File: src/rtl/coin_pkg.sv
// Shared types and coin constants for the coin payout controller.
package coin_pkg;

    typedef enum logic [2:0] {
        ST_IDLE,
        ST_SELECT,
        ST_EJECT,
        ST_WAIT_ACK,
        ST_DONE,
        ST_FAULT
    } state_t;

    localparam int unsigned NICKEL_UNITS = 1;
    localparam int unsigned DIME_UNITS   = 2;

    typedef enum logic {
        COIN_NICKEL,
        COIN_DIME
    } coin_t;

endpackage

File: src/rtl/coin_payout_if.sv
// Payout request / completion bundle between a vend controller and coin_payout.
interface coin_payout_if #(
    parameter int AMT_W = 6
);
    logic             req_valid;
    logic [AMT_W-1:0] req_amount;
    logic             req_ready;
    logic             done;
    logic             short;
    logic [AMT_W-1:0] short_amount;

    modport master (
        output req_valid, req_amount,
        input  req_ready, done, short, short_amount
    );

    modport slave (
        input  req_valid, req_amount,
        output req_ready, done, short, short_amount
    );
endinterface

File: src/rtl/coin_inventory.sv
// One coin-tube inventory: saturating up on load, down on take, both at once hold.
module coin_inventory #(
    parameter int INV_W = 8
) (
    input  logic             clock,
    input  logic             reset_n,
    input  logic             load,
    input  logic             take,
    output logic [INV_W-1:0] count
);

    always_ff @(posedge clock or negedge reset_n) begin
        if (!reset_n) begin
            count <= '0;
        end else if (load && !take) begin
            if (count != '1) count <= count + INV_W'(1);
        end else if (take && !load) begin
            if (count != '0) count <= count - INV_W'(1);
        end
    end

endmodule

File: src/rtl/coin_payout.sv
// Coin payout sequencer: pays a nickel amount greedily in dimes then nickels.
// Optional ack watchdog enabled by defining COIN_TIMEOUT_EN.
module coin_payout
    import coin_pkg::*;
#(
    parameter int AMT_W       = 6,
    parameter int INV_W       = 8,
    parameter int ACK_TIMEOUT = 16
) (
    input  logic             clock,
    input  logic             reset_n,
    coin_payout_if.slave     req,
    output logic             dime_eject,
    output logic             nickel_eject,
    input  logic             hopper_ack,
    input  logic             load_dime,
    input  logic             load_nickel,
    output logic [INV_W-1:0] dime_count,
    output logic [INV_W-1:0] nickel_count,
    output logic             fault
);

    // state    | meaning
    // IDLE     | ready for a request
    // SELECT   | pick next coin from remaining amount and inventory
    // EJECT    | pulse the chosen coin's eject line
    // WAIT_ACK | wait for hopper to confirm the coin left
    // DONE     | report completion and any shortfall
    // FAULT    | hopper never answered; held until reset

`ifdef COIN_TIMEOUT_EN
    localparam bit TMO_EN = 1'b1;
`else
    localparam bit TMO_EN = 1'b0;
`endif

    localparam int TMR_W = (ACK_TIMEOUT > 2) ? $clog2(ACK_TIMEOUT) : 1;
    localparam logic [AMT_W-1:0] DIME_AMT   = AMT_W'(DIME_UNITS);
    localparam logic [AMT_W-1:0] NICKEL_AMT = AMT_W'(NICKEL_UNITS);

    state_t           state;
    coin_t            coin;
    logic [AMT_W-1:0] remaining;
    logic [TMR_W-1:0] ack_tmr;
    logic             take_dime;
    logic             take_nickel;

    assign req.req_ready = (state == ST_IDLE);

    assign take_dime   = (state == ST_WAIT_ACK) && hopper_ack && (coin == COIN_DIME);
    assign take_nickel = (state == ST_WAIT_ACK) && hopper_ack && (coin == COIN_NICKEL);

    coin_inventory #(.INV_W(INV_W)) u_dime_inv (
        .clock   (clock),
        .reset_n (reset_n),
        .load    (load_dime),
        .take    (take_dime),
        .count   (dime_count)
    );

    coin_inventory #(.INV_W(INV_W)) u_nickel_inv (
        .clock   (clock),
        .reset_n (reset_n),
        .load    (load_nickel),
        .take    (take_nickel),
        .count   (nickel_count)
    );

    always_ff @(posedge clock or negedge reset_n) begin
        if (!reset_n) begin
            state            <= ST_IDLE;
            coin             <= COIN_NICKEL;
            remaining        <= '0;
            ack_tmr          <= '0;
            dime_eject       <= 1'b0;
            nickel_eject     <= 1'b0;
            req.done         <= 1'b0;
            req.short        <= 1'b0;
            req.short_amount <= '0;
            fault            <= 1'b0;
        end else begin
            dime_eject       <= 1'b0;
            nickel_eject     <= 1'b0;
            req.done         <= 1'b0;
            req.short        <= 1'b0;
            req.short_amount <= '0;

            case (state)
                ST_IDLE: begin
                    if (req.req_valid) begin
                        remaining <= req.req_amount;
                        state     <= ST_SELECT;
                    end
                end

                ST_SELECT: begin
                    if (remaining >= DIME_AMT && dime_count != '0) begin
                        coin  <= COIN_DIME;
                        state <= ST_EJECT;
                    end else if (remaining >= NICKEL_AMT && nickel_count != '0) begin
                        coin  <= COIN_NICKEL;
                        state <= ST_EJECT;
                    end else begin
                        state <= ST_DONE;
                    end
                end

                ST_EJECT: begin
                    dime_eject   <= (coin == COIN_DIME);
                    nickel_eject <= (coin == COIN_NICKEL);
                    ack_tmr      <= TMR_W'(ACK_TIMEOUT - 1);
                    state        <= ST_WAIT_ACK;
                end

                ST_WAIT_ACK: begin
                    // an ack arriving on the last allowed cycle still counts
                    if (hopper_ack) begin
                        remaining <= remaining - ((coin == COIN_DIME) ? DIME_AMT : NICKEL_AMT);
                        state     <= ST_SELECT;
                    end else if (TMO_EN && ack_tmr == '0) begin
                        fault <= 1'b1;
                        state <= ST_FAULT;
                    end else if (TMO_EN) begin
                        ack_tmr <= ack_tmr - TMR_W'(1);
                    end
                end

                ST_DONE: begin
                    req.done         <= 1'b1;
                    req.short        <= (remaining != '0);
                    req.short_amount <= remaining;
                    state            <= ST_IDLE;
                end

                ST_FAULT: begin
                    state <= ST_FAULT;
                end

                default: begin
                    state <= ST_IDLE;
                end
            endcase
        end
    end

endmodule

File: src/flat_wrapper.sv
// flat-port wrapper written by rule: the top's interface ports become plain ports
module coin_payout_flat import coin_pkg::*;
#(
    parameter int AMT_W       = 6,
    parameter int INV_W       = 8,
    parameter int ACK_TIMEOUT = 16
)
  (clock, reset_n, dime_eject, nickel_eject, hopper_ack, load_dime, load_nickel, dime_count, nickel_count, fault, req_req_valid, req_req_amount, req_req_ready, req_done, req_short, req_short_amount);
  coin_payout_if #(.AMT_W(AMT_W)) req_i ();
  input  logic clock;
  input  logic reset_n;
  output logic dime_eject;
  output logic nickel_eject;
  input  logic hopper_ack;
  input  logic load_dime;
  input  logic load_nickel;
  output logic [INV_W-1:0] dime_count;
  output logic [INV_W-1:0] nickel_count;
  output logic fault;
  input wire logic [$bits(req_i.req_valid)-1:0] req_req_valid;
  input wire logic [$bits(req_i.req_amount)-1:0] req_req_amount;
  output wire logic [$bits(req_i.req_ready)-1:0] req_req_ready;
  output wire logic [$bits(req_i.done)-1:0] req_done;
  output wire logic [$bits(req_i.short)-1:0] req_short;
  output wire logic [$bits(req_i.short_amount)-1:0] req_short_amount;
  assign req_i.req_valid = req_req_valid;
  assign req_i.req_amount = req_req_amount;
  assign req_req_ready = req_i.req_ready;
  assign req_done = req_i.done;
  assign req_short = req_i.short;
  assign req_short_amount = req_i.short_amount;
  coin_payout #(.AMT_W(AMT_W), .INV_W(INV_W), .ACK_TIMEOUT(ACK_TIMEOUT)) u_core (.clock(clock), .reset_n(reset_n), .req(req_i), .dime_eject(dime_eject), .nickel_eject(nickel_eject), .hopper_ack(hopper_ack), .load_dime(load_dime), .load_nickel(load_nickel), .dime_count(dime_count), .nickel_count(nickel_count), .fault(fault));
endmodule
File: config.mk
export PLATFORM = sky130hd
export DESIGN_NAME = coin_payout_flat
export DESIGN_NICKNAME = d
export VERILOG_FILES = /design/src/rtl/coin_pkg.sv /design/src/rtl/coin_payout_if.sv /design/src/rtl/coin_inventory.sv /design/src/rtl/coin_payout.sv /design/src/flat_wrapper.sv
export SDC_FILE = /design/constraint.sdc
export NUM_CORES = 1
export LEC_CHECK = 0
export BUFFER_PORTS_ARGS = -buffer_cell sky130_fd_sc_hd__buf_2
export CORE_MARGIN = 10
export CORE_UTILIZATION = 50
export DETAILED_ROUTE_END_ITERATION = 7
export GPL_ROUTABILITY_DRIVEN = 0
export GPL_TIMING_DRIVEN = 0
export MAX_ROUTING_LAYER = met4
export PLACE_DENSITY_LB_ADDON = 0.3
export SLEW_MARGIN = 20
export SYNTH_ARGS = -nofsm -noshare
export SYNTH_HDL_FRONTEND = slang
export SYNTH_SLANG_ARGS = --single-unit
export TNS_END_PERCENT = 5
File: constraint.sdc
create_clock -name clock -period 3.9 [get_ports clock]
set_clock_uncertainty 0.15 [all_clocks]
set_input_delay 0.78 -clock clock [delete_from_list [all_inputs] [get_ports clock]]
set_output_delay 0.78 -clock clock [all_outputs]
set_load 0.01 [all_outputs]
-- Yosys cells after proc, flatten, opt, wreduce, memory -nomap -nowiden
Cells that the tools add are included.
- output and inout port bits: 28
- memory bits (read-only): 0
- latch bits: 0
- bits in writable memories: 0
- memories: 0
- register bits after elaboration: 36
- reduce and logical (&&, ||, !) cells: 28
- div/mod/pow operators: 0
- add/sub/neg operators: 5
- $lt $le $gt $ge: 2
- mux-type cells: 24
- bitwise operators: 1
- shift operators: 0
- multiply operators: 0
- equality and inequality tests: 11
- operator list (kind ; count):
    8-bit two-way mux ; 8
    6-bit two-way mux ; 3
    8-bit by 1-bit adder with 8-bit output, second input constant ; 2
    8-bit != test, second input constant ; 2
    8-bit nonzero test ; 2
    8-bit by 1-bit subtractor with 8-bit output, second input constant ; 2
    3-bit case mux with 5 select lines ; 1
    3-bit two-way mux ; 4
    6-bit case mux with 2 select lines ; 1
    2-bit nonzero test ; 6
    1-bit logical AND ; 9
    3-bit AND reduction ; 3
    3-bit by 2-bit == test with 1-bit output, second input constant ; 2
    3-bit == test, second input constant ; 2
    6-bit by 1-bit greater-or-equal comparator with 1-bit output, second input constant ; 1
    6-bit by 2-bit greater-or-equal comparator with 1-bit output, second input constant ; 1
    1-bit two-way mux ; 6
    6-bit nonzero test ; 1
    6-bit subtractor ; 1
    1-bit zero test ; 4
    2-bit by 1-bit != test with 1-bit output, second input constant ; 2
    2-bit != test, second input constant ; 2
    2-bit AND reduction ; 2
    3-bit by 1-bit == test with 1-bit output, second input constant ; 1
    3 further kinds ; 3

-- Logic depth before layout (Yosys ltp)
Gate-level depths: netlist (run 1).
- word-level depth: 7
- depth in mapped cells: 12

-- Hierarchy
Synthesis (run 1) repeated with hierarchy kept, for this count alone.
- cells, all modules: 242
- area total of the unflattened synthesis: 2392.3 um^2
- by module, submodules not included (module ; area an instance (um^2) ; cells an instance ; times used):
    coin_payout ; 1069.8 ; 103 ; 1
    coin_inventory (u_core.u_nickel_inv) ; 665.6 ; 70 ; 1
    coin_inventory (u_core.u_dime_inv) ; 656.9 ; 69 ; 1

-- Worst setup path before layout (run 1)
No wires, ideal clock.
- path type: register to register
- from: register u_core.state[0]
- to: register u_core.u_nickel_inv.count[5]
- data arrival time: 2.688 ns
- clock period less this slack: 2.963 ns
- data required time: 3.625 ns
- setup time: 0.125 ns
- stages on the path, launching flop included: 13
- slack: 0.937 ns
- cells stage by stage: dfrtp_1 > clkbuf_1 > nand2_1 > nor2_1 > nand3_1 > ha_1 > inv_1 > ha_1 > a21o_2 > a21oi_1 > o21ai_0 > xor2_1 > mux2_4
- longest elaborated chain between the ends: 7
- ends and longest elaborated chain (element ; line ; source):
    start: declaration ; coin_payout.sv:41 ; state_t state;
    start signal: assignment ; coin_payout.sv:71 ; state <= ST_IDLE;
    start signal: assignment ; coin_payout.sv:92 ; state <= ST_SELECT;
    start signal: assignment ; coin_payout.sv:99 ; state <= ST_EJECT;
    3-bit by 2-bit == test with 1-bit output (*) ; coin_payout.sv:51 ; assign take_nickel = (state == ST_WAIT_ACK) && hopper_ack && (coin == COIN_NICKEL);
    1-bit logical AND (*) (2 in series) ; coin_payout.sv:51 ;
    1-bit zero test ; coin_inventory.sv:15 ; end else if (load && !take) begin
    1-bit logical AND ; coin_inventory.sv:15 ;
    2-bit by 1-bit != test with 1-bit output (no source line) / 2-bit nonzero test (equally long branches) ; n/a ;
    3-bit AND reduction (no source line) ; n/a ;
    end signal: assignment ; coin_inventory.sv:16 ; if (count != '1) count <= count + INV_W'(1);
    end signal: assignment ; coin_inventory.sv:18 ; if (count != '0) count <= count - INV_W'(1);
    end: declaration ; coin_inventory.sv:9 ; output logic [INV_W-1:0] count
Every way passes the cells marked *; elsewhere a longest branch is shown, timed or not.
A chain may end at the register's enable or synchronous reset.

-- Worst setup path after layout (run 1)
Ends and elaborated chain as after synthesis.

==> results of run 1 <==
[routing by layer]
layer | up-vias | share of wire [%]
li1 | 863 | -
met2 | 35 | 46
met1 | 811 | 47
met3 | 7 | 4.5
met4 | 0 | 2.1
met5 | - | 0
[stage by stage]
stage          hold slack, ns  setup WS, ns
5_1_grt                 0.410         0.182
2_1_floorplan           0.327         0.937
4_1_cts                 0.387         0.487
3_5_place_dp            0.372         0.516
6_report                0.387         0.524
3_3_place_gp            0.362         0.520
[power by group through the flow]
stage / sequential [mW] / combinational, mW / clock [mW]
after floorplan: 0.717 / 0.978 / 0
after global placement: 0.702 / 1.27 / 0
after detailed placement: 0.710 / 1.30 / 0
after CTS: 0.704 / 1.31 / 0.274
after global routing: 0.736 / 1.46 / 0.291
final: 0.703 / 1.30 / 0.270
[worst max-delay path: stages (launching register included)]
cell      delay [ns]
dfrtp_1         0.32
clkbuf_1        0.27
nand2_1         0.09
nor2_1          0.36
nand3_1         0.16
ha_1            0.28
inv_1           0.28
ha_1            0.30
a21o_2          0.21
a21oi_1         0.26
o21ai_0         0.16
xor2_1          0.16
mux2_4          0.26
[logic make-up after synthesis]
group / Yosys count / share of synthesized area, %
flip-flops: 36 / 40.8
multiplexers: 14 / 8.04
XOR/XNOR: 14 / 5.55
buffers and inverters: 17 / 3.34
AO/OA/AOI/OAI: 49 / 14.9
adder cells (fa/ha/maj): 20 / 12.3
AND/OR/NAND/NOR: 66 / 14.9
other: 1 / 0.170
[synthesized netlist by cell type (all sizes together) (4+ instances only)]
master | n | share of area (%)
a211oi | 5 | 2.8
nand3 | 4 | 0.91
ha | 17 | 9.6
nand4 | 5 | 1.4
xnor2 | 8 | 3.2
o21ai | 12 | 2.7
xor2 | 6 | 2.4
mux2 | 12 | 7.1
and2 | 6 | 1.7
nor2 | 14 | 2.6
a21oi | 15 | 3.4
dfrtp | 36 | 41
nand2 | 20 | 3.4
inv | 11 | 1.9
nor3 | 5 | 1.1
nor4 | 4 | 1.1
[worst max-delay path by stage]
stage,from,slack [ns],end
4_1_cts,u_core.state[0],0.49,u_core.u_nickel_inv.count[5]
2_1_floorplan,u_core.state[0],0.94,u_core.u_nickel_inv.count[5]
5_1_grt,u_core.state[0],0.18,u_core.u_nickel_inv.count[5]
3_3_place_gp,u_core.state[0],0.52,u_core.u_nickel_inv.count[5]
3_5_place_dp,u_core.state[0],0.52,u_core.u_nickel_inv.count[5]
6_report,u_core.state[0],0.52,u_core.u_nickel_inv.count[5]
[sequential cells by signal, summed over array words and instances, names as in the netlist]
register                   flops
u_core.state                   3
u_core.u_nickel_inv.count      8
u_core.req.short_amount        6
u_core.u_dime_inv.count        8
u_core.req.done                1
u_core.dime_eject              1
u_core.req.short               1
u_core.coin                    1
u_core.remaining               6
u_core.nickel_eject            1
[area by class of cell]
class	instances	area, um^2
Fill cell	381	1770
Multi-Input combinational cell	164	1230
Sequential cell	36	901
Timing Repair Buffer	38	190
Clock buffer	8	90.1
Tap cell	52	65.1
Inverter	11	41.3
Buffer	6	32.5
==> results.yml, run 1 <==
place:
  io_buffers: 38
  dp_hpwl_mm: 3.42
  placed_cell_area_um2: 2460
  place_inst: 307
route:
  vias_per_cell: 5.45
  first_iter_violations: 86
  post_drt_wl_per_cell_um: 14.1
  num_vias: 1716
  drt_pass1_iterations: 4
  routed_wl_mm: 4.43
  drc: 0
  antenna_left: 0
sta:
  relSlewSlack_pct: 47.8
  setup_violations: 0
  max_freq_mhz: 296
  post-route-period-util_pct: 86.6
  finalHoldViolCount: 0
  maxSlewViolCount: 0
  rsz0062_at_grt: "false"
  period_needed_ns: 3.38
  finalSetupTns_ns: 0
  worstMarginPinSlew_ns: 0.784
flow_run:
  max-cap-violations: 0
hold_path:
  min_from: "u_core.u_nickel_inv.count[7]"
  holdPathStages: 1
  hold_path.class: "reg2reg"
  holdPathEnd: "u_core.u_nickel_inv.count[7]"
pwr:
  p_seq_share_pct: 31.0
  p_leak_nw: 1.22
  pwr-share-comb_pct: 57.1
  switching_share_pct: 42.2
  p_sw_uw: 958
  vdd_drop_max_uv: 425
  power.density_nw_per_um2: 888
  p_total_mw: 2.27
  clkPwrFrac_pct: 11.9
  p_int_mw: 1.31
cts:
  postCtsResizedCells: 0
  cts-hold-fix-buffers: 0
  clockBufferDepth: 2
  cts_made_buffers: 5
  htreeDepth: 2
  clkLatencyLatePin_ns: 0.29
  clockRootBuffer: "clkbuf_8"
  clk_pin_slew_ns: 0.07
  post-cts-setup-buffers: 0
  clkSinkCount: 36
  cts_tree: "built"
synth:
  synth_cells: 217
  synth_cell_types: 43
  synth_edf_count: 0
  synth_warnings: 1
  ys.flop_type: "dfrtp_1"
  synth-async-reset-ratio_pct: 100
  synth_area_um2: 2210
  syn_area_per_cell_um2: 10.2
  ys_seq_elements: 36
  ys_seq_area_share_pct: 40.8
  synth_nets: 249
cells_and_area:
  layout_commonest_cell: "buf_2"
  layout_common_cells: "buf_2, dfrtp_1, nand2_1, ha_1, a21oi_1"
  area.growth.synth_to_final_pct: 15.6
  diodes: 0
  instances_no_fill: 315
  post-route-cell-area_um2: 2550
  layout-drive-gt1-share_pct: 24.3
  fin_util_pct: 59.1
  final_nets: 294
grt:
  grt_usage_pct: 12.4
  grt_pass1_wl_mm: 7.45
  grt_overflow: 0
  top_usage_layer: "met2"
  grt_pass1_vias: 1620
  antenna_found_initial: 0
  gr-usage-met2_pct: 18.9
  grt_max_degree: 37
  use_met3_pct: 3.00
  use_met1_pct: 15.2
die:
  io_pins: 40
  row_count: 24
  initial_utilization_pct: 51.1
  dieArea_um2: 7480
  die-height_um: 86.5
  dieWidth_um: 86.5
  core_area_um2: 4320
setup_path:
  required_ns: 3.93
  worstSetupPathType: "reg2reg"
  critPathArrivalTime_ns: 3.40
  crit-reg2reg-launch: "u_core.state[0]"
  reg2regPathDepth: 12
  r2r-end: "u_core.u_nickel_inv.count[5]"
  critPathLaunchType: "register"
  critPathMaxFanout: 9
  regToRegSetupSlack_ns: 0.52
  end_kind: "register"
status:
  outcome: "complete, no violations"
Note: power is estimated with default switching activity, not from simulation.
==> run 2, diff against run 1 <==
--- a/config.mk
+++ b/config.mk
@@ -6,8 +6,10 @@
 export NUM_CORES = 1
 export LEC_CHECK = 0
 export BUFFER_PORTS_ARGS = -buffer_cell sky130_fd_sc_hd__buf_2
+export CELL_PAD_IN_SITES_DETAIL_PLACEMENT = 1
+export CELL_PAD_IN_SITES_GLOBAL_PLACEMENT = 1
 export CORE_MARGIN = 10
-export CORE_UTILIZATION = 50
+export CORE_UTILIZATION = 43
 export DETAILED_ROUTE_END_ITERATION = 7
 export GPL_ROUTABILITY_DRIVEN = 0
 export GPL_TIMING_DRIVEN = 0
==> run 2 against run 1 <==
  * Critical path depth did not move
  * Clock power rose by 4%
  * Routed wire length rose by 14%
  * Largest cell class unchanged
  * Highest routed layer unchanged
  * Via count rose by 0.70%
  * Cell count rose by 5.4%
==> results.yml, run 2 (synthesis results as in run 1) <==
pwr:
  pwr-share-comb_pct: 57.2
  vdd_drop_max_uv: 355
  power.density_nw_per_um2: 898
  p_seq_share_pct: 30.6
  clkPwrFrac_pct: 12.2
  p_sw_uw: 997
  p_int_mw: 1.32
  switching_share_pct: 42.9
  p_leak_nw: 1.22
sta:
  setup_violations: 0
  finalHoldViolCount: 0
  holdWs_ns: 0.394
  period_needed_ns: 3.45
  maxSlewViolCount: 0
  max_freq_mhz: 290
  relSlewSlack_pct: 47.1
  rsz0062_at_grt: "false"
  post-route-period-util_pct: 88.4
  worstMarginPinSlew_ns: 0.793
  finalSetupTns_ns: 0
cells_and_area:
  ff_latch_area_um2: 901
  layout_common_cells: "buf_2, dfrtp_1, nand2_1, ha_1, a21oi_1"
  diodes: 0
  layout-drive-gt1-share_pct: 24.8
  reg.largest.list: "u_core.u_dime_inv.count: 8 flops, u_core.u_nickel_inv.count: 8 flops"
  fin_util_pct: 51.2
  n_fill_cell: 607
  post-route-cell-area_um2: 2580
  area.growth.synth_to_final_pct: 16.9
  final_nets: 294
  layout_commonest_cell: "buf_2"
  multi_input_area_um2: 1230
cts:
  clkSinkCount: 36
  clockRootBuffer: "clkbuf_8"
  post-cts-setup-buffers: 0
  cts-hold-fix-buffers: 0
  clkLatencyLatePin_ns: 0.28
  clockBufferDepth: 2
  clk_pin_slew_ns: 0.07
  postCtsResizedCells: 0
  cts_tree: "built"
  htreeDepth: 2
  cts_made_buffers: 5
route:
  drc: 0
  num_vias: 1728
  first_iter_violations: 76
  routed_wl_mm: 5.07
  drt_pass1_iterations: 5
  antenna_left: 0
  post_drt_wl_per_cell_um: 15.3
  vias_per_cell: 5.20
grt:
  grt_pass1_wl_mm: 8.74
  antenna_found_initial: 0
  grt_usage_pct: 12.6
  grt_pass1_vias: 1818
  grt_max_degree: 37
  grt_overflow: 0
setup_path:
  regToRegSetupSlack_ns: 0.45
  end_kind: "register"
  critPathArrivalTime_ns: 3.47
  required_ns: 3.92
  worstSetupPathType: "reg2reg"
  critPathLaunchType: "register"
  critPathMaxFanout: 9
place:
  dp_hpwl_mm: 3.99
  io_buffers: 38
  placed_cell_area_um2: 2490
die:
  core_area_um2: 5040
  row_count: 26
  dieWidth_um: 91.7
  io_pins: 40
  dieArea_um2: 8410
  die-height_um: 91.7
  initial_utilization_pct: 43.8
hold_path:
  hold_path.class: "reg2reg"
flow_run:
  max-cap-violations: 0
status:
  outcome: "complete, no violations"
run 2: layer usage:
metal | routed length (um) | up-vias | GRT usage [%]
li1 | - | 860 | -
met1 | 2460 | 835 | 16.4
met2 | 2420 | 29 | 19.5
met3 | 175 | 4 | 3.02
met4 | 16 | 0 | 2.74
met5 | 0 | - | -
run 2: final timing paths:
| path | startpoint | to | depth (start not counted) |
|---|---|---|---|
| max reg2reg | u_core.state[0] | u_core.u_nickel_inv.count[5] | 12 |
| max | u_core.state[0] | u_core.u_nickel_inv.count[5] | 12 |
| min in group asynchronous | reset_n | u_core.state[0] | 1 |
| min reg2reg | u_core.u_nickel_inv.count[7] | u_core.u_nickel_inv.count[7] | 1 |
| max in group asynchronous | reset_n | u_core.u_nickel_inv.count[1] | 1 |
| min | u_core.u_nickel_inv.count[7] | u_core.u_nickel_inv.count[7] | 1 |
run 2: cell type report:
class                      instances  share of cell area [%]
tap                               70                    3.39
buffer                             6                    1.26
timing repair buffer              38                    7.36
sequential                        36                    34.9
inverter                          11                    1.60
clock buffer                       7                    3.73
multi-input combinational        164                    47.8
run 2: power groups by stage:
stage	logic (mW)	registers, mW	clock network [mW]
2_1_floorplan	0.978	0.717	0
4_1_cts	1.35	0.714	0.289
3_5_place_dp	1.34	0.719	0
3_3_place_gp	1.29	0.708	0
6_report	1.33	0.711	0.282
5_1_grt	1.51	0.750	0.307
run 2: critical path, stage by stage, from the launching register on:
cell and delay, ns:
dfrtp_1 0.33, clkbuf_1 0.28, nand2_1 0.09, nor2_1 0.40
nand3_1 0.16, ha_1 0.28, inv_1 0.29, ha_1 0.30
a21o_2 0.21, a21oi_1 0.27, o21ai_0 0.16, xor2_1 0.15
mux2_4 0.25
run 2: per-stage QoR:
step / std cells / setup WS [ns] / power, mW
floorplan: 217 / 0.937 / 1.70
global placement: 325 / 0.442 / 2.00
detailed placement: 325 / 0.422 / 2.06
CTS: 332 / 0.412 / 2.35
global route: 332 / 0.154 / 2.56
finish: 332 / 0.451 / 2.32
==> run 3, diff against run 2 <==
--- a/config.mk
+++ b/config.mk
@@ -5,11 +5,12 @@
 export SDC_FILE = /design/constraint.sdc
 export NUM_CORES = 1
 export LEC_CHECK = 0
+export ABC_AREA = 1
 export BUFFER_PORTS_ARGS = -buffer_cell sky130_fd_sc_hd__buf_2
 export CELL_PAD_IN_SITES_DETAIL_PLACEMENT = 1
 export CELL_PAD_IN_SITES_GLOBAL_PLACEMENT = 1
 export CORE_MARGIN = 10
-export CORE_UTILIZATION = 43
+export CORE_UTILIZATION = 41
 export DETAILED_ROUTE_END_ITERATION = 7
 export GPL_ROUTABILITY_DRIVEN = 0
 export GPL_TIMING_DRIVEN = 0
==> constraint.sdc (replaced) <==
create_clock -name clock -period 3.9 [get_ports clock]
set_clock_uncertainty 0.15 [all_clocks]
set_input_delay 0.78 -clock clock [delete_from_list [all_inputs] [get_ports clock]]
set_output_delay 0.78 -clock clock [all_outputs]
set_load 0.1 [all_outputs]
==> run 3 against run 2 <==
  * Global-route usage is 1.4 points higher
  * Routed wire length is 23% higher
  * Hold slack worse by 0.0061 ns
  * Clock-buffer cell count stayed put
  * Critical path type unchanged
  * Critical endpoint is now u_core.u_nickel_inv.count[7]
==> results.yml, run 3 <==
die:
  dieWidth_um: 97.1
  io_pins: 40
  dieArea_um2: 9440
  initial_utilization_pct: 41.7
  core_area_um2: 5850
  row_count: 28
  die-height_um: 97.1
place:
  dp_hpwl_mm: 4.94
  io_buffers: 38
  placed_cell_area_um2: 2720
  dp_slack_ns: 1.05
cts:
  htreeDepth: 2
  clkSinkCount: 36
  cts-hold-fix-buffers: 0
  clkLatencyLatePin_ns: 0.29
  postCtsResizedCells: 0
  post-cts-setup-buffers: 0
  clk_pin_slew_ns: 0.07
  clockBufferDepth: 2
  cts_made_buffers: 5
  clockRootBuffer: "clkbuf_8"
  cts_tree: "built"
route:
  antenna_left: 0
  vias_per_cell: 4.85
  drt_pass1_iterations: 4
  first_iter_violations: 57
  routed_wl_mm: 6.23
  drc: 0
  num_vias: 2239
  post_drt_wl_per_cell_um: 13.5
grt:
  grt_overflow: 0
  grt_max_degree: 37
  grt_usage_pct: 14.1
  grt_pass1_wl_mm: 11.0
  antenna_found_initial: 0
  grt_pass1_vias: 2371
synth:
  synth_nets: 374
  synth_common_cells: "nand2_1, inv_1, nor2_1"
  ys_seq_area_share_pct: 36.9
  synth_area_um2: 2440
  synth.most_common_cell: "nand2_1"
  synth.top_cells.by_area: "dfrtp_1, nand2_1, ha_1, inv_1, nor2_1"
  syn_area_per_cell_um2: 7.13
  ys_seq_elements: 36
  synth_edf_count: 0
  synth_warnings: 1
  synth-async-reset-ratio_pct: 100
  yosys.area.top_type: "dfrtp_1"
  synth_cells: 342
  synth_top_area_share_pct: 36.9
  ys.flop_type: "dfrtp_1"
  synth_cell_types: 23
cells_and_area:
  layout_commonest_cell: "nand2_1"
  post-route-cell-area_um2: 2820
  layout-drive-gt1-share_pct: 15.2
  diodes: 0
  final_nets: 419
  area.growth.synth_to_final_pct: 15.6
  reg.largest.list: "u_core.u_dime_inv.count: 8 flops, u_core.u_nickel_inv.count: 8 flops"
  layout_common_cells: "nand2_1, inv_1, nor2_1, buf_2, dfrtp_1"
setup_path:
  worstSetupPathType: "reg2reg"
  critPathArrivalTime_ns: 2.76
  end_kind: "register"
  critPathLaunchType: "register"
  required_ns: 3.93
  critPathMaxFanout: 10
sta:
  worstMarginPinSlew_ns: 0.816
  finalHoldViolCount: 0
  post-route-period-util_pct: 70.0
  rsz0062_at_grt: "false"
  maxSlewViolCount: 0
  setup_violations: 0
  max_freq_mhz: 366
  period_needed_ns: 2.73
  holdWs_ns: 0.388
  finalSetupTns_ns: 0
  fin_ws_ns: 1.17
  relSlewSlack_pct: 45.6
status:
  outcome: "complete, no violations"
hold_path:
  hold_path.class: "reg2reg"
flow_run:
  max-cap-violations: 0
-- run 3: cell count changes after synthesis, sizes merged, moves of 8 or more --
cell | previous run | this run
mux2 | 12 | 0
a21oi | 15 | 7
nand2 | 20 | 129
inv | 11 | 47
nor2 | 14 | 40
nand3 | 4 | 27
-- run 3: final timing paths --
check / startpoint / to / slack (ns) / cells after the start
max in group asynchronous: reset_n / u_core.remaining[3] / 2.66 / 1
max: u_core.state[2] / u_core.u_nickel_inv.count[7] / 1.17 / 14
min: u_core.remaining[5] / u_core.remaining[5] / 0.39 / 2
min reg2reg: u_core.remaining[5] / u_core.remaining[5] / 0.39 / 2
max reg2reg: u_core.state[2] / u_core.u_nickel_inv.count[7] / 1.17 / 14
min in group asynchronous: reset_n / u_core.req.done / 0.43 / 1
-- run 3: cell families after synthesis --
| logic type | Yosys count | share of synthesized area (%) |
|---|---|---|
| XOR/XNOR | 9 | 3.23 |
| buffers and inverters | 50 | 8.36 |
| AO/OA/AOI/OAI | 21 | 4.31 |
| adder cells (fa/ha/maj) | 20 | 11.2 |
| AND/OR/NAND/NOR | 205 | 35.8 |
| flip-flops | 36 | 36.9 |
| other | 1 | 0.154 |
-- run 3: routing by layer --
layer / routed length, um / global-route usage, %
met1: 2810 / 16.2
met2: 3100 / 24.1
met3: 240 / 2.84
met4: 80 / 4.31
met5: 0 / -
-- run 3: worst max-delay path, stage by stage (launching register included) --
cell and delay, ns:
dfrtp_1 0.41, inv_2 0.12, nand3_4 0.14, inv_6 0.13, nand3_1 0.10, ha_1 0.24, inv_1 0.28, ha_1 0.33
or2_2 0.33, nand3_1 0.12, nand2_1 0.06, nand2_1 0.06, nand2_1 0.05, nand2_1 0.05, nand2_1 0.06
-- run 3: stage by stage --
| stage | util [%] | std cells |
|---|---|---|
| detailed placement | 46.6 | 455 |
| floorplan | - | 342 |
| finish | 48.2 | 462 |
| global route | 48.2 | 462 |
| CTS | 48.2 | 462 |
| global placement | 46.6 | 455 |
-- run 3: layout make-up --
class	count	area (um^2)
multi-input combinational	256	1340
tap	75	93.8
buffer	3	22.5
sequential	36	901
inverter	47	181
clock buffer	7	96.3
fill	791	3030
timing repair buffer	38	190
Power of run 3 is not shown: default switching activity piles up to over one toggle a cycle in this logic, so the estimate is an artifact.
